`src/rtl/fir_driver_if.sv`:
```
// -----------------------------------------------------------------------------
// fir_driver_if
//   Host-side valid/ready word port of fir_driver.
//
//   in_data      host word (sample, or coefficient in the low TAP_SIZE bits)
//   in_is_coeff  1 = coefficient word, 0 = sample word
//   in_valid     host word valid
//   in_ready     driver can accept; a transfer happens on in_valid & in_ready
//
//   master : the host (drives data/valid, observes ready)
//   slave  : fir_driver (observes data/valid, drives ready)
// -----------------------------------------------------------------------------
interface fir_driver_if #(
  parameter int X_N_SIZE = 8
);
  logic [X_N_SIZE-1:0] in_data;
  logic                in_is_coeff;
  logic                in_valid;
  logic                in_ready;

  modport master (
    output in_data,
    output in_is_coeff,
    output in_valid,
    input  in_ready
  );

  modport slave (
    input  in_data,
    input  in_is_coeff,
    input  in_valid,
    output in_ready
  );
endinterface

```
`src/rtl/fir_driver.sv`:
```
// -----------------------------------------------------------------------------
// fir_driver
//   Host-side sequencer for fir_main. Buffers host samples in a small FIFO,
//   shadows a full coefficient set, and drives x_n / s_axis_fir_tvalid /
//   s_set_coeffs with the slot timing fir_main samples on. The FIR result is
//   captured once per sample slot and returned with a one-cycle y_valid pulse.
//
//   Ports
//     clk, reset           single rising-edge clock, async active-high reset
//     host (slave)         valid/ready host word port (see fir_driver_if)
//     run                  streaming enable
//     x_n                  sample / coefficient word to the FIR (registered)
//     s_axis_fir_tvalid    sample-stream valid to the FIR (registered)
//     s_set_coeffs         coefficient-load strobe to the FIR (registered)
//     fir_y_n              FIR result (o_y_n)
//     y_out, y_valid       captured result and its one-cycle pulse
//     underrun             sticky: a slot fired with the FIFO empty
//
//   Build option
//     FIR_DRV_UNDERRUN_HOLD_EN  defined: an underrun slot repeats the last
//                               sample driven (0 if none since reset).
//                               undefined: an underrun slot drives 0.
// -----------------------------------------------------------------------------
module fir_driver #(
  parameter int X_N_SIZE     = 8,
  parameter int TAP_SIZE     = 3,
  parameter int NBR_OF_TAPS  = 3,
  parameter int Y_N_SIZE     = 11,
  parameter int SLOT_LEN     = 6,
  parameter int STARTUP_WAIT = 5,
  parameter int FIFO_DEPTH   = 4
) (
  input  logic                clk,
  input  logic                reset,
  fir_driver_if.slave         host,
  input  logic                run,
  output logic [X_N_SIZE-1:0] x_n,
  output logic                s_axis_fir_tvalid,
  output logic                s_set_coeffs,
  input  logic [Y_N_SIZE-1:0] fir_y_n,
  output logic [Y_N_SIZE-1:0] y_out,
  output logic                y_valid,
  output logic                underrun
);

  localparam int PTR_W  = (FIFO_DEPTH > 1)   ? $clog2(FIFO_DEPTH)   : 1;
  localparam int CNT_W  = $clog2(FIFO_DEPTH + 1);
  localparam int TAP_W  = (NBR_OF_TAPS > 1)  ? $clog2(NBR_OF_TAPS)  : 1;
  localparam int STEP_W = $clog2(NBR_OF_TAPS + 1);
  localparam int PH_W   = (SLOT_LEN > 1)     ? $clog2(SLOT_LEN)     : 1;
  localparam int INIT_W = (STARTUP_WAIT > 1) ? $clog2(STARTUP_WAIT) : 1;

  typedef enum logic [2:0] {
    S_INIT,
    S_IDLE,
    S_CFG,
    S_START,
    S_STREAM
  } state_t;

  state_t              state;
  logic [INIT_W-1:0]   init_cnt;
  logic [PH_W-1:0]     phase;
  logic [STEP_W-1:0]   cfg_step;     // current CFG cycle index k of Ck
  logic                stopping;     // current p=0 is the stop slot
  logic                slot_seen;    // a sample slot preceded this p=0

  // Coefficient shadow
  logic [TAP_SIZE-1:0] shadow [NBR_OF_TAPS];
  logic [TAP_W-1:0]    coeff_cnt;
  logic                coeff_pending;
  logic [TAP_W-1:0]    cfg_idx;

  // Sample FIFO
  logic [X_N_SIZE-1:0] fifo_mem [FIFO_DEPTH];
  logic [PTR_W-1:0]    wr_ptr;
  logic [PTR_W-1:0]    rd_ptr;
  logic [CNT_W-1:0]    fifo_cnt;
  logic                fifo_full;
  logic                fifo_empty;
`ifdef FIR_DRV_UNDERRUN_HOLD_EN
  logic [X_N_SIZE-1:0] last_sample;
`endif

  // Handshake and slot decisions
  logic                in_ready_int;
  logic                push;
  logic                coeff_wr;
  logic                slot_edge;    // the next cycle is a p=0
  logic                stop_now;
  logic                pop;
  logic [X_N_SIZE-1:0] slot_x;

  assign fifo_full  = (fifo_cnt == CNT_W'(FIFO_DEPTH));
  assign fifo_empty = (fifo_cnt == '0);

  // Built from registered flags only, so a pop in the same cycle cannot
  // reopen a full FIFO: pop wins that slot and the host waits a cycle.
  assign in_ready_int  = (state != S_INIT) && !fifo_full && !coeff_pending;
  assign host.in_ready = in_ready_int;
  assign push          = host.in_valid && in_ready_int && !host.in_is_coeff;
  assign coeff_wr      = host.in_valid && in_ready_int &&  host.in_is_coeff;

  assign slot_edge = (state == S_START) ||
                     ((state == S_STREAM) && !stopping &&
                      (phase == PH_W'(SLOT_LEN - 1)));
  // A queued sample always goes out under the old taps; a pending load only
  // ends the stream once the FIFO has drained.
  assign stop_now  = !run || (fifo_empty && coeff_pending);
  assign pop       = slot_edge && !stop_now && !fifo_empty;

  // NOTE: every always_comb output gets a default first so no path can
  // leave it unassigned and infer a latch.
  always_comb begin
    slot_x  = '0;
    cfg_idx = TAP_W'(NBR_OF_TAPS - 1 - int'(cfg_step));
    if (!stop_now) begin
      if (!fifo_empty) begin
        slot_x = fifo_mem[rd_ptr];
      end
`ifdef FIR_DRV_UNDERRUN_HOLD_EN
      else begin
        slot_x = last_sample;
      end
`endif
    end
  end

  // NOTE: the storage array has no reset; the pointers and count alone say
  // which entries are valid, so reset only has to clear those.
  always_ff @(posedge clk) begin
    if (push) begin
      fifo_mem[wr_ptr] <= host.in_data;
    end
  end

  always_ff @(posedge clk or posedge reset) begin
    if (reset) begin
      wr_ptr   <= '0;
      rd_ptr   <= '0;
      fifo_cnt <= '0;
`ifdef FIR_DRV_UNDERRUN_HOLD_EN
      last_sample <= '0;
`endif
    end else begin
      if (push) begin
        wr_ptr <= wr_ptr + 1'b1;
      end
      if (pop) begin
        rd_ptr <= rd_ptr + 1'b1;
`ifdef FIR_DRV_UNDERRUN_HOLD_EN
        last_sample <= fifo_mem[rd_ptr];
`endif
      end
      case ({push, pop})
        2'b10:   fifo_cnt <= fifo_cnt + 1'b1;
        2'b01:   fifo_cnt <= fifo_cnt - 1'b1;
        default: fifo_cnt <= fifo_cnt;
      endcase
    end
  end

  // Sequencer: state and all FIR-facing outputs are registered here, so the
  // value driven in a cycle is decided at the edge that enters it.
  // NOTE: sequential state uses non-blocking assignments only; later
  // assignments in the block intentionally override earlier defaults.
  always_ff @(posedge clk or posedge reset) begin
    if (reset) begin
      state             <= S_INIT;
      init_cnt          <= '0;
      phase             <= '0;
      cfg_step          <= '0;
      stopping          <= 1'b0;
      slot_seen         <= 1'b0;
      coeff_cnt         <= '0;
      coeff_pending     <= 1'b0;
      for (int i = 0; i < NBR_OF_TAPS; i++) begin
        shadow[i] <= '0;
      end
      x_n               <= '0;
      s_axis_fir_tvalid <= 1'b0;
      s_set_coeffs      <= 1'b0;
      y_out             <= '0;
      y_valid           <= 1'b0;
      underrun          <= 1'b0;
    end else begin
      y_valid <= 1'b0;

      if (coeff_wr) begin
        shadow[coeff_cnt] <= host.in_data[TAP_SIZE-1:0];
        if (coeff_cnt == TAP_W'(NBR_OF_TAPS - 1)) begin
          coeff_cnt     <= '0;
          coeff_pending <= 1'b1;
        end else begin
          coeff_cnt <= coeff_cnt + 1'b1;
        end
      end

      case (state)
        S_INIT: begin
          if (init_cnt == INIT_W'(STARTUP_WAIT - 1)) begin
            state <= S_IDLE;
          end else begin
            init_cnt <= init_cnt + 1'b1;
          end
        end

        S_IDLE: begin
          if (coeff_pending) begin
            state        <= S_CFG;
            cfg_step     <= '0;
            s_set_coeffs <= 1'b1;
            x_n          <= '0;
          end else if (run && !fifo_empty) begin
            state             <= S_START;
            s_axis_fir_tvalid <= 1'b1;
            x_n               <= '0;
          end
        end

        // C0 strobes with x_n=0; C1..CN present shadow[N-1] down to
        // shadow[0], with the strobe dropped on CN.
        S_CFG: begin
          if (cfg_step == STEP_W'(NBR_OF_TAPS)) begin
            state         <= S_IDLE;
            s_set_coeffs  <= 1'b0;
            x_n           <= '0;
            coeff_pending <= 1'b0;
          end else begin
            cfg_step     <= cfg_step + 1'b1;
            x_n          <= X_N_SIZE'(shadow[cfg_idx]);
            s_set_coeffs <= (cfg_step != STEP_W'(NBR_OF_TAPS - 1));
          end
        end

        S_START: begin
          slot_seen <= 1'b0;
        end

        S_STREAM: begin
          // The FIR result at the end of a p=0 belongs to the previous slot.
          if (phase == '0) begin
            if (slot_seen) begin
              y_out   <= fir_y_n;
              y_valid <= 1'b1;
            end
            slot_seen <= 1'b1;
          end
          if (stopping) begin
            state             <= S_IDLE;
            stopping          <= 1'b0;
            s_axis_fir_tvalid <= 1'b0;
            x_n               <= '0;
          end else begin
            phase <= phase + 1'b1;
          end
        end

        default: state <= S_INIT;
      endcase

      // Entry into the next p=0, from START or the last phase of a slot.
      if (slot_edge) begin
        state             <= S_STREAM;
        phase             <= '0;
        stopping          <= stop_now;
        s_axis_fir_tvalid <= !stop_now;
        x_n               <= slot_x;
        if (!stop_now && fifo_empty) begin
          underrun <= 1'b1;
        end
      end
    end
  end

endmodule

```
`src/flat_wrapper.sv`:
```
// flat-port wrapper written by rule: the top's interface ports become plain ports
module fir_driver_flat 
#(
  parameter int X_N_SIZE     = 8,
  parameter int TAP_SIZE     = 3,
  parameter int NBR_OF_TAPS  = 3,
  parameter int Y_N_SIZE     = 11,
  parameter int SLOT_LEN     = 6,
  parameter int STARTUP_WAIT = 5,
  parameter int FIFO_DEPTH   = 4
)
  (clk, reset, run, x_n, s_axis_fir_tvalid, s_set_coeffs, fir_y_n, y_out, y_valid, underrun, host_in_data, host_in_is_coeff, host_in_valid, host_in_ready);
  fir_driver_if #(.X_N_SIZE(X_N_SIZE)) host_i ();
  input  logic clk;
  input  logic reset;
  input  logic run;
  output logic [X_N_SIZE-1:0] x_n;
  output logic s_axis_fir_tvalid;
  output logic s_set_coeffs;
  input  logic [Y_N_SIZE-1:0] fir_y_n;
  output logic [Y_N_SIZE-1:0] y_out;
  output logic y_valid;
  output logic underrun;
  input wire logic [$bits(host_i.in_data)-1:0] host_in_data;
  input wire logic [$bits(host_i.in_is_coeff)-1:0] host_in_is_coeff;
  input wire logic [$bits(host_i.in_valid)-1:0] host_in_valid;
  output wire logic [$bits(host_i.in_ready)-1:0] host_in_ready;
  assign host_i.in_data = host_in_data;
  assign host_i.in_is_coeff = host_in_is_coeff;
  assign host_i.in_valid = host_in_valid;
  assign host_in_ready = host_i.in_ready;
  fir_driver #(.X_N_SIZE(X_N_SIZE), .TAP_SIZE(TAP_SIZE), .NBR_OF_TAPS(NBR_OF_TAPS), .Y_N_SIZE(Y_N_SIZE), .SLOT_LEN(SLOT_LEN), .STARTUP_WAIT(STARTUP_WAIT), .FIFO_DEPTH(FIFO_DEPTH)) u_core (.clk(clk), .reset(reset), .host(host_i), .run(run), .x_n(x_n), .s_axis_fir_tvalid(s_axis_fir_tvalid), .s_set_coeffs(s_set_coeffs), .fir_y_n(fir_y_n), .y_out(y_out), .y_valid(y_valid), .underrun(underrun));
endmodule
```
`config.mk`:
```
export PLATFORM = sky130hd
export DESIGN_NAME = fir_driver_flat
export DESIGN_NICKNAME = d
export VERILOG_FILES = /design/src/rtl/fir_driver_if.sv /design/src/rtl/fir_driver.sv /design/src/flat_wrapper.sv
export SDC_FILE = /design/constraint.sdc
export NUM_CORES = 1
export LEC_CHECK = 0
export BUFFER_PORTS_ARGS = -buffer_cell sky130_fd_sc_hd__buf_2
export CORE_MARGIN = 2
export CORE_UTILIZATION = 52
export CTS_CLUSTER_DIAMETER = 30
export DETAILED_ROUTE_END_ITERATION = 16
export PLACE_DENSITY = 0.76
export RECOVER_POWER = 100
export SYNTH_ARGS = -nofsm -noshare
export SYNTH_HDL_FRONTEND = slang
export SYNTH_SLANG_ARGS = --single-unit
```
`constraint.sdc`:
```
create_clock -name clk -period 7.1 [get_ports clk]
set_input_delay 0.355 -clock clk [delete_from_list [all_inputs] [get_ports clk]]
set_output_delay 0.355 -clock clk [all_outputs]
set_load 0.05 [all_outputs]
```
==> flow_summary.ini <==
[run_status]
status = finished with violations
violations = capacitance limit, slew limit

[cells_and_area]
fillers = 577
area_growth_pct = 11.6
fin_cells = 420
drive_above_1_share_pct = 20.6
nNetsFinal = 353
multi_input_area_um2 = 1320
antennaDiodeCount = 0
seqCellArea_um2 = 2340

[die]
dieWidth_um = 89.6
io-pin-count = 48
rows = 31
dieArea_um2 = 8020
start_util_pct = 53.1
die_h_um = 89.6
fp.coreArea_um2 = 7180

[logic_synthesis]
yosysWarnings = 0
synth_ff_type = dfrtp_1
ys_async_sr_fraction_pct = 63.2
synth_common_cells = 55 x dfrtp_1, 32 x edfxtp_1, 22 x mux2_2
synth_top_area_share_pct = 36.1
synth_edf_count = 32
synth_top_cells_by_area = dfrtp_1 36%, edfxtp_1 25%, mux2_2 6.5%
synthesis.nets = 305
yosys_register_bits = 87
yosysMostFrequentCell = dfrtp_1
syn_area_um2 = 3810
ys_seq_area_share_pct = 61.4
synth_top_area_cell = dfrtp_1
yosys.cell_types.count = 46
syn_inst = 268
synth.avg_cell_area_um2 = 14.2

[power_and_ir_drop]
power.internal_w = 0.00113
powerDensity_nw_per_um2 = 456
peakVddDrop_mv = 0.149
leakage_nw = 1.78
sw_frac_of_total_pct = 41.7
power_frac_seq_pct = 42.5
combPwrFrac_pct = 39.3
p_sw_w = 0.000808
clkPwrFrac_pct = 18.2

[cts]
cts_tree = done
worstSkewPairLatency_ns = 0.37
clkSinkCount = 87
clk_pin_slew_worst_paths_ns = 0.09
cts_inserted_buffers = 9
ctsRootBufferMaster = clkbuf_8
clockBufferDepth = 2
cts_setup_buffers = 0
ctsResizeCount = 0
cts_htree_levels = 3
ctsHoldBuffers = 0

[timing]
report.final.slew_viol_count = 56
rsz0062_at_grt = false
min_period_ns = 3.29
tns_ns = 0
worstMarginPinSlew_ns = 2.98
final-setup-viol-count = 0
fin_worst_skew_ns = 0.0145
fmax_ghz = 0.304
hold_viol = 0
relSlewSlack_pct = -98.5
period_share_pct = 46.4

[place]
dp.cells = 404
dp_hpwl_um = 4560
numPortBuffers = 47
gp_congestion = 0.756

[setup_path]
crit_chain = or3b_1 > o31ai_1 > and2b_1 > ha_1 > inv_1 > fa_1 > xor2_1 > nor2_1 > xor2_1
crit-reg2reg-capture = u_core.fifo_cnt[2]
crit_fanout = 10
cp_top_family = simple AND/OR/NAND/NOR gates
crit_path_start_kind = flop
critical_path_depth = 9
reg2reg_depth = 9
slowest_stage = o31ai_1
cp-end-kind = flop
endpoint = u_core.fifo_cnt[2]
cpPeakStageDelay_ns = 0.65
rr_startpoint = u_core.state[1]
crit_buf_inv = 1
worstPathRequired_ns = 7.39
cp.arrival_ns = 3.58
crit_path_frequent_cell = xor2_1
regToRegSetupSlack_ns = 3.81
cp-startpoint = u_core.state[1]
critPathKind = flop to flop

[grt]
grt_max_degree = 56
grt_pass1_vias = 2099
grt_pass1_wl_um = 10400
grt_remaining_overflow = 0
antenna_found_initial = 0
grt_use_total_pct = 17.7

[drt]
routed_wl_um = 6500
wl_met3_um = 182
antenna_left = 0
wl_met2_um = 3110
detailedRoute.firstPassIterationCount = 4
vias = 2221
dr.max_layer_used = met4
drc_errors = 0
drtIter0Drc = 99
wl_per_cell_um = 15.5
via_per_inst = 5.29
wl_met1_um = 3070

[min_path]
hold_class = input port to flop
holdCritStartpoint = fir_y_n[10]

[run]
drv_cap = 1
## layer usage
| metal | GRT usage, % | up-vias |
|---|---|---|
| li1 | - | 1069 |
| met1 | 25.2 | 1107 |
| met2 | 26.4 | 35 |
| met3 | 3.11 | 10 |
| met4 | 8.55 | 0 |
| met5 | 0 | - |
## power groups by stage
stage                     Clock, W  Combinational (W)  Sequential, W
after floorplan                  0           0.000489       0.000962
after global placement           0           0.000771       0.000825
after detailed placement         0           0.000790       0.000835
after CTS                 0.000359           0.000792       0.000824
after global routing      0.000379           0.000846       0.000850
final                     0.000353           0.000760       0.000824
## worst register-to-register path, cell delays in order (launching register included)
cell and delay, ns:
dfrtp_1 0.48, or3b_1 0.49, o31ai_1 0.65, and2b_1 0.50
ha_1 0.26, inv_1 0.06, fa_1 0.37, xor2_1 0.15
nor2_1 0.12, xor2_1 0.15
## registers in the layout, summed over array words and instances, names as in the netlist, 2 cells and up
register and flops:
u_core.x_n 8, u_core.cfg_step 2, u_core.wr_ptr 2, u_core.shadow 9, u_core.coeff_cnt 2, u_core.phase 3, u_core.state 3, u_core.rd_ptr 2
u_core.y_out 11, u_core.fifo_cnt 3, u_core.init_cnt 3, u_core.fifo_mem 32
## how the worst min path moves through the flow
stage	to	slack (ns)	depth (start not counted)
after floorplan	u_core.init_cnt[2]	0.45	1
after global placement	u_core.underrun	0.46	1
after detailed placement	u_core.underrun	0.46	1
after CTS	u_core.fifo_mem[0][3]	0.19	1
after global routing	u_core.y_out[10]	0.22	2
final	u_core.y_out[10]	0.22	2
## metrics by stage
step           total power, W  setup slack [ns]  hold WS (ns)  instance area, um^2  utilization (%)
2_1_floorplan         0.00145              4.45         0.445                 3810                -
3_3_place_gp          0.00160              4.19         0.458                 4100             57.2
3_5_place_dp          0.00162              4.11         0.463                 4100             57.2
4_1_cts               0.00198              4.08         0.192                 4310             60.0
5_1_grt               0.00207              3.49         0.217                 4250             59.2
6_report              0.00194              3.81         0.219                 4250             59.2
## placed cells by master (no fill, tap or decap), drive strengths merged, types with 3 or more instances in the layout
| master | n |
|---|---|
| edfxtp | 32 |
| mux4 | 8 |
| a21oi | 9 |
| a221o | 3 |
| o21ai | 11 |
| inv | 20 |
| clkbuf | 42 |
| nand3 | 3 |
| xor2 | 4 |
| buf | 15 |
| nor2 | 9 |
| o22ai | 3 |
| nand3b | 3 |
| clkinv | 4 |
| nor3b | 4 |
| mux2 | 22 |
| mux2i | 5 |
| nand2 | 12 |
| a22o | 5 |
| ha | 12 |
| dfrtp | 55 |
| xnor2 | 5 |
| and2 | 7 |
| a21o | 3 |
## logic make-up (layout without fill, tap and decap cells)
group                      after synthesis  count (layout)  synth area share [%]
adders and majority gates               13              13                  4.47
buffers and inverters                   29              82                  3.61
DFF                                     87              87                  61.4
AOI/OAI and AO/OA                       41              41                  7.59
and+or+nand+nor                         54              54                  8.12
xor gates and xnor gates                 9               9                  2.27
muxes                                   35              35                  12.6
## layout make-up
cell class,count,share of cell area (%)
multi-input cells,152,31.0
well taps,99,2.91
inverters,18,1.59
clock buffers,9,2.91
repair buffers,48,4.68
clock inverters,7,1.88
flip-flops and latches,87,55.0
Note: power is estimated with default switching activity, not from simulation.
